===== src/rtl/alu_rr_scheduler.sv =====
// rtl/alu_rr_scheduler.sv - round-robin scheduler sharing one multi-cycle ALU among N requesters
module alu_rr_scheduler #(
    parameter int N       = 4,
    parameter int W       = 8,
    parameter int OPW     = 4,
    parameter int TIMEOUT = 64
) (
    input  logic                 clk,
    input  logic                 reset,
    input  logic [N-1:0]         req_valid,
    output logic [N-1:0]         req_ready,
    input  logic [N*OPW-1:0]     req_op,
    input  logic [N*W-1:0]       req_a,
    input  logic [N*W-1:0]       req_b,
    output logic                 alu_start,
    output logic [OPW-1:0]       alu_op,
    output logic [W-1:0]         alu_a,
    output logic [W-1:0]         alu_b,
    input  logic                 alu_done,
    input  logic [W-1:0]         alu_result,
    output logic                 rsp_valid,
    input  logic                 rsp_ready,
    output logic [$clog2(N)-1:0] rsp_id,
    output logic [W-1:0]         rsp_result,
    output logic                 rsp_err
);
    localparam int IDW = $clog2(N);
    localparam int WDW = $clog2(TIMEOUT);
    localparam logic [WDW-1:0] WD_LAST = WDW'(TIMEOUT - 1);
    localparam logic [IDW-1:0] ID_LAST = IDW'(N - 1);

    typedef enum logic [1:0] {
        ST_IDLE,
        ST_ISSUE,
        ST_WAIT,
        ST_RESP
    } state_t;

    state_t         state;
    state_t         state_n;
    logic [IDW-1:0] rr_ptr;
    logic [IDW-1:0] cur_id;
    logic [WDW-1:0] wd_cnt;
    logic [IDW-1:0] scan_idx;
    logic [IDW-1:0] grant_idx;
    logic           grant_found;
    logic           wd_expired;

    // Scan downward so the requester closest to rr_ptr is the last (winning) assignment.
    always_comb begin
        grant_found = 1'b0;
        grant_idx   = '0;
        scan_idx    = '0;
        for (int k = N - 1; k >= 0; k--) begin
            scan_idx = IDW'((int'(rr_ptr) + k) % N);
            if (req_valid[scan_idx]) begin
                grant_found = 1'b1;
                grant_idx   = scan_idx;
            end
        end
    end

    assign wd_expired = (wd_cnt == WD_LAST);
    assign req_ready  = (!reset && state == ST_IDLE && grant_found) ? (N'(1) << grant_idx) : '0;
    assign alu_start  = (state == ST_ISSUE);
    assign rsp_valid  = (state == ST_RESP);
    assign rsp_id     = cur_id;

    always_comb begin
        state_n = state;
        case (state)
            ST_IDLE:  if (grant_found) state_n = ST_ISSUE;
            ST_ISSUE: state_n = ST_WAIT;
            ST_WAIT:  if (alu_done || wd_expired) state_n = ST_RESP;
            ST_RESP:  if (rsp_ready) state_n = ST_IDLE;
            default:  state_n = ST_IDLE;
        endcase
    end

    always_ff @(posedge clk) begin
        if (reset) begin
            state      <= ST_IDLE;
            rr_ptr     <= '0;
            cur_id     <= '0;
            wd_cnt     <= '0;
            alu_op     <= '0;
            alu_a      <= '0;
            alu_b      <= '0;
            rsp_result <= '0;
            rsp_err    <= 1'b0;
        end else begin
            state <= state_n;
            case (state)
                ST_IDLE: begin
                    if (grant_found) begin
                        cur_id <= grant_idx;
                        alu_op <= req_op[grant_idx*OPW +: OPW];
                        alu_a  <= req_a[grant_idx*W +: W];
                        alu_b  <= req_b[grant_idx*W +: W];
                    end
                end
                ST_ISSUE: wd_cnt <= '0;
                ST_WAIT: begin
                    // A done arriving on the expiry cycle still counts as success.
                    if (alu_done) begin
                        rsp_result <= alu_result;
                        rsp_err    <= 1'b0;
                    end else if (wd_expired) begin
                        rsp_result <= '0;
                        rsp_err    <= 1'b1;
                    end else begin
                        wd_cnt <= wd_cnt + WDW'(1);
                    end
                end
                ST_RESP: begin
                    if (rsp_ready) rr_ptr <= (cur_id == ID_LAST) ? '0 : cur_id + IDW'(1);
                end
                default: ;
            endcase
        end
    end
endmodule

===== config.mk =====
export PLATFORM = sky130hd
export DESIGN_NAME = alu_rr_scheduler
export DESIGN_NICKNAME = d
export VERILOG_FILES = /design/src/rtl/alu_rr_scheduler.sv
export SDC_FILE = /design/constraint.sdc
export NUM_CORES = 1
export LEC_CHECK = 0
export CORE_MARGIN = 5
export CORE_UTILIZATION = 35
export DETAILED_ROUTE_END_ITERATION = 8
export HOLD_SLACK_MARGIN = 0.06
export PLACE_DENSITY = 0.89
export SYNTH_ARGS = -nofsm -noshare
export SYNTH_HDL_FRONTEND = slang
export SYNTH_SLANG_ARGS = --single-unit

===== constraint.sdc =====
create_clock -name clk -period 1.7 [get_ports clk]
set_clock_uncertainty 0.05 [all_clocks]
set_input_delay 0.34 -clock clk [delete_from_list [all_inputs] [get_ports clk]]
set_output_delay 0.34 -clock clk [all_outputs]
set_load 0.01 [all_outputs]

==> results_dict.tcl, run 1 <==
set metrics [dict create \
    h-tree-depth 2 \
    antenna_found_initial 0 \
    setup_viol 25 \
    power_density_nw_per_um2 990 \
    drcViolationCount 0 \
    endpoint_kind "output port" \
    required_ps 1310 \
    coreArea_um2 6420 \
    place_ws_ps -899 \
    vias 2466 \
    clock_path_buffers 2 \
    numCtsBuffers 5 \
    outcome "finished, violations left" \
    std_cell_rows 29 \
    path_class "primary input to output port" \
    ir_worst_vdd_mv 0.531 \
    synth_top_cell_area_share_pct 35.0 \
    slew_viol_final 0 \
    p_sw_share_pct 33.3 \
    synth-main-ff-cell "dfxtp_1" \
    die-height_um 91.8 \
    antenna_cells 0 \
    synth_area_per_cell_um2 10.1 \
    seqPwrFrac_pct 28.7 \
    wire_per_inst_um 19.3 \
    clk_pin_slew_ps 80 \
    ys_ff_latch 41 \
    switchingPower_mw 1.49 \
    synth_area_um2 2340 \
    grtUsageMet2_pct 34.1 \
    drive_gt1_share_pct 32.1 \
    reg2reg_depth 8 \
    comb_power_share_pct 50.4 \
    grt_pass1_wl_um 13000 \
    tightestPinTransition_ps 279 \
    nets 488 \
    ant_nets 0 \
    violations "setup timing" \
    timing.slew.headroom_pct 81.4 \
    met1_usage_pct 21.4 \
    cts_tree "yes" \
    pwr-share-clk_pct 20.9 \
    synth_most_common_cell "mux2i_1" \
    synth-async-reset-ratio_pct 0 \
    ioPinCount 133 \
    syn_inst 233 \
    cp_data_arrival_time_ps 1510 \
    fmax_mhz 528 \
    post-synth-top-area-cell "dfxtp_1" \
    hold_path_class "flip-flop to flip-flop" \
    ys_types 41 \
    synth_edf_count 0 \
    areaGrowthSynthToFinish_pct 92.8 \
    dp.final_hpwl_um 5940 \
    leakage_nw 1.58 \
    fin_crit_sh_pct 112 \
    power.internal_mw 2.98 \
    place_congestion 0.845 \
    ys_warn_count 0 \
    grt_max_degree 20 \
    grt_overflow_total 0 \
    drt_iter0_drc 86 \
    die-area_um2 8430 \
    start_kind "primary input" \
    die_w_um 91.8 \
    cts.sinks 41 \
    vias_per_cell 5.33 \
    top_usage_layer "met2" \
    portBuffers 132 \
    synth.yosys.seq_area_share_pct 35.0 \
    setup_tns_ps -3290 \
    track_usage_pct 18.8 \
    met3_usage_pct 6.55 \
    fill_cells 465 \
    postLayoutSetupSlackWorst_ps -196 \
    insertion_delay_ps 290 \
    critPathMaxFanout 4 \
    hold_depth 2 \
    wirelength_um 8940 \
    grt_pass1_vias 2594 \
    ys_top_cells_by_area "dfxtp_1 35%, mux2i_1 19%, o221ai_2 12%" \
    yosys-top-cells-count "44 x mux2i_1, 41 x dfxtp_1, 27 x nand2_1" \
    synth_nets 336 \
    cap_violations 0 \
    root_buffer "clkbuf_8" \
    grt_setup_unrepaired "yes" \
    finalCriticalPeriod_ps 1900 \
    drtPass1Iterations 5 \
    finalHoldViolCount 0 \
    start_util_pct 36.5 \
]
==> worst max-delay path, stage by stage <==
cell and delay [ps]:
dlygate4sd2_1 320, nand2_2 130, nand3b_1 130, a2bb2oi_4 210, nand2b_4 180, nor2_2 40
buf_2 140
==> repair_timing <==
action                     CTS  global route
gates resized for setup     73            57
buffers inserted             4             3
hold buffers                 0             0
cloned                       2             2
pin swaps                   15             5
setup endpoints to repair   27            33
==> kinds of logic after synthesis <==
kind of cell | after synthesis | synth area share (%)
xor gates and xnor gates | 4 | 1.50
DFF | 41 | 35.0
and+or+nand+nor | 68 | 12.9
adders and majority gates | 7 | 3.74
muxes | 44 | 18.8
AOI/OAI and AO/OA | 48 | 21.1
buffers and inverters | 21 | 6.89
==> stage by stage <==
stage	cells	hold WS [ps]	utilization, %	total power, mW	instance area (um2)
after floorplan	233	412	-	2.26	2350
after global placement	447	394	58.9	3.10	3780
after detailed placement	447	400	58.9	3.16	3780
after CTS	460	426	65.2	4.28	4190
after global routing	463	434	70.3	4.72	4520
final	463	419	70.3	4.47	4520
==> per-layer routing <==
metal,vias to the layer above,routed length (um)
li1,1172,-
met1,1164,3420
met2,118,4640
met3,12,760
met4,0,125
met5,-,0
==> sequential cells by signal, summed over array words and instances, names as in the netlist <==
| register | count |
|---|---|
| alu_a | 8 |
| alu_b | 8 |
| rsp_result | 8 |
| wd_cnt | 6 |
| alu_op | 4 |
| rr_ptr | 2 |
| rsp_id | 2 |
| state | 2 |
| rsp_err | 1 |
==> final timing paths <==
| kind | start | end | slack [ps] |
|---|---|---|---|
| hold reg to reg | alu_b[1] | alu_b[1] | 420 |
| hold / removal | alu_b[1] | alu_b[1] | 420 |
| setup / recovery | req_valid[0] | req_ready[1] | -200 |
| setup reg to reg | rr_ptr[1] | alu_a[3] | -160 |
==> cell usage in the layout, fill, tap and decap left out, drive strengths merged, types with 2 or more instances in the layout <==
master / count
a211oi: 4
a22oi: 8
nor3: 4
o21ai: 2
xnor2: 3
buf: 30
clkdlybuf4s15: 4
bufinv: 2
nor2b: 2
nand3: 4
ha: 7
inv: 6
dlygate4sd2: 2
clkbuf: 7
dfxtp: 41
a21oi: 8
o221ai: 20
nand2: 27
clkdlybuf4s50: 122
nand2b: 2
nor2: 22
mux2i: 44
==> layout make-up <==
type / instances / area, um2 / share of cell area [%]
Clock inverter: 3 / 65.1 / 1.44
Multi-Input combinational cell: 171 / 1800 / 39.9
Inverter: 6 / 22.5 / 0.499
Clock buffer: 5 / 68.8 / 1.52
Timing Repair Buffer: 160 / 1640 / 36.2
Sequential cell: 41 / 826 / 18.3
Tap cell: 77 / 96.3 / 2.13
==> power by group through the flow <==
| stage | clock network [mW] | registers, mW | logic (mW) |
|---|---|---|---|
| detailed placement | 0 | 1.30 | 1.86 |
| floorplan | 0 | 1.38 | 0.880 |
| global placement | 0 | 1.29 | 1.81 |
| finish | 0.934 | 1.28 | 2.25 |
| CTS | 0.961 | 1.28 | 2.04 |
| global route | 0.995 | 1.31 | 2.41 |
No activity file was read; power rests on OpenSTA's default activity.
==> run 2, diff against run 1 <==
--- a/config.mk
+++ b/config.mk
@@ -10,6 +10,7 @@
 export DETAILED_ROUTE_END_ITERATION = 8
 export HOLD_SLACK_MARGIN = 0.06
 export PLACE_DENSITY = 0.89
+export SKIP_CTS_REPAIR_TIMING = 1
 export SYNTH_ARGS = -nofsm -noshare
 export SYNTH_HDL_FRONTEND = slang
 export SYNTH_SLANG_ARGS = --single-unit
==> run 2 against run 1 <==
Effect of this change:
- the flow still finishes with violations (setup timing)
- routed wire length shrank 4.7%
- global-route usage shrank 1.6 points
- setup slack lost 21 ps
- final cell count is 0.43% lower
- flip-flop and latch count is the same
- critical path depth decreased by 1
- sequential power barely moved
- maximum frequency decreased by 1.1%
- first-iteration DRC count is 12% lower
- register-to-register slack got worse by 50 ps
- count of clock-buffer cells in the layout stayed put
- critical endpoint is now req_ready[2]
==> results_dict.tcl, run 2 (synthesis results as in run 1) <==
set metrics [dict create \
    outcome "finished, violations left" \
    violations "setup timing" \
    routed-wl-met3_um 685 \
    dp.cells 447 \
    antenna_cells 0 \
    clk_pin_slew_ps 80 \
    setup_viol 23 \
    drt_iter0_drc 76 \
    cts_tree "yes" \
    drive_gt1_share_pct 28.6 \
    wire_per_inst_um 18.5 \
    finalHoldViolCount 0 \
    drcViolationCount 0 \
    place_ws_ps -899 \
    wirelength_um 8520 \
    route.met2.wl_um 4380 \
    path_class "flip-flop to output port" \
    vias_per_cell 5.26 \
    required_ps 1310 \
    track_usage_pct 17.2 \
    fin_crit_sh_pct 113 \
    layout.cells.non_filler 461 \
    start_util_pct 36.5 \
    met1Wirelength_um 3390 \
    design_area_um2 4400 \
    place_area_um2 3780 \
    cap_violations 0 \
    finalCriticalPeriod_ps 1920 \
    endpoint_kind "output port" \
    leakage_nw 1.63 \
    antenna_found_initial 0 \
    numCtsBuffers 5 \
    postLayoutSetupSlackWorst_ps -217 \
    ir_worst_vdd_mv 0.513 \
    tightestPinTransition_ps 310 \
    start_kind "flip-flop" \
    top_regs "alu_a x8, alu_b x8, rsp_result x8" \
    std_cell_rows 29 \
    clock_path_buffers 2 \
    final_common_cell "clkdlybuf4s50_1" \
    die-area_um2 8430 \
    coreArea_um2 6420 \
    top_layer_used "met4" \
    place_congestion 0.845 \
    die-height_um 91.8 \
    areaGrowthSynthToFinish_pct 87.8 \
    slew_viol_final 0 \
    die_w_um 91.8 \
    hold_path_class "flip-flop to flip-flop" \
    power_density_nw_per_um2 993 \
    fill_cells 472 \
    grt_setup_unrepaired "yes" \
    nets 486 \
    grt_max_degree 30 \
    reg2reg_depth 8 \
    fmax_mhz 522 \
    root_buffer "clkbuf_8" \
    grt_pass1_wl_um 12000 \
    dp.final_hpwl_um 5940 \
    grt_pass1_vias 2455 \
    portBuffers 132 \
    drtPass1Iterations 4 \
    ant_nets 0 \
    timing.slew.headroom_pct 79.3 \
    final_cell_mix "122 x clkdlybuf4s50_1, 40 x dfxtp_1, 25 x nand2_1" \
    critPathMaxFanout 4 \
    vias 2426 \
    ioPinCount 133 \
    p_total_mw 4.37 \
    h-tree-depth 2 \
    insertion_delay_ps 290 \
    hold_depth 2 \
    cp_data_arrival_time_ps 1530 \
    setup_tns_ps -3200 \
    grt_overflow_total 0 \
    cts.sinks 41 \
]
run 2: cell type report:
class | count | area [um2] | share of cell area [%]
clock buffers | 5 | 68.8 | 1.56
clock inverters | 3 | 65.1 | 1.48
inverters | 6 | 22.5 | 0.512
multi-input cells | 171 | 1700 | 38.7
flip-flops and latches | 41 | 825 | 18.7
well taps | 77 | 96.3 | 2.19
repair buffers | 158 | 1620 | 36.8
run 2: path summary, 6_finish.rpt:
kind / start / to / slack, ps
worst min-delay path: alu_b[6] / alu_b[6] / 420
worst max-delay path: rr_ptr[1] / req_ready[2] / -220
worst min register to register: alu_b[6] / alu_b[6] / 420
worst max register to register: rr_ptr[1] / alu_a[7] / -210
run 2: critical path, cell delays in order, from the launching register on:
cell and delay (ps):
dfxtp_4 370, mux2i_1 210, nor2_1 90, nor3_4 210, buf_6 170, nor2_1 40, buf_2 140
run 2: layer usage:
metal  global-route usage [%]  vias up
met5                        0        -
met4                     3.71        0
li1                         -     1164
met3                     6.63        6
met2                     30.9      110
met1                     19.4     1146
run 2: where the power goes:
group,total [mW],internal (mW),switching [mW],leakage (nW)
clock,0.934,0.584,0.351,0.0681
sequential,1.28,1.16,0.116,0.336
combinational,2.15,1.17,0.978,1.23
run 2: per-stage QoR:
step | hold WS, ps | util (%)
floorplan | 412 | -
global placement | 394 | 58.9
detailed placement | 400 | 58.9
CTS | 426 | 61.0
global route | 448 | 68.5
finish | 421 | 68.5
==> run 3, diff against run 2 <==
--- a/config.mk
+++ b/config.mk
@@ -11,6 +11,7 @@
 export HOLD_SLACK_MARGIN = 0.06
 export PLACE_DENSITY = 0.89
 export SKIP_CTS_REPAIR_TIMING = 1
+export SLEW_MARGIN = 20
 export SYNTH_ARGS = -nofsm -noshare
 export SYNTH_HDL_FRONTEND = slang
 export SYNTH_SLANG_ARGS = --single-unit
==> results of run 3 <==
Final layout, timing and power as in run 2 (identical DEF).
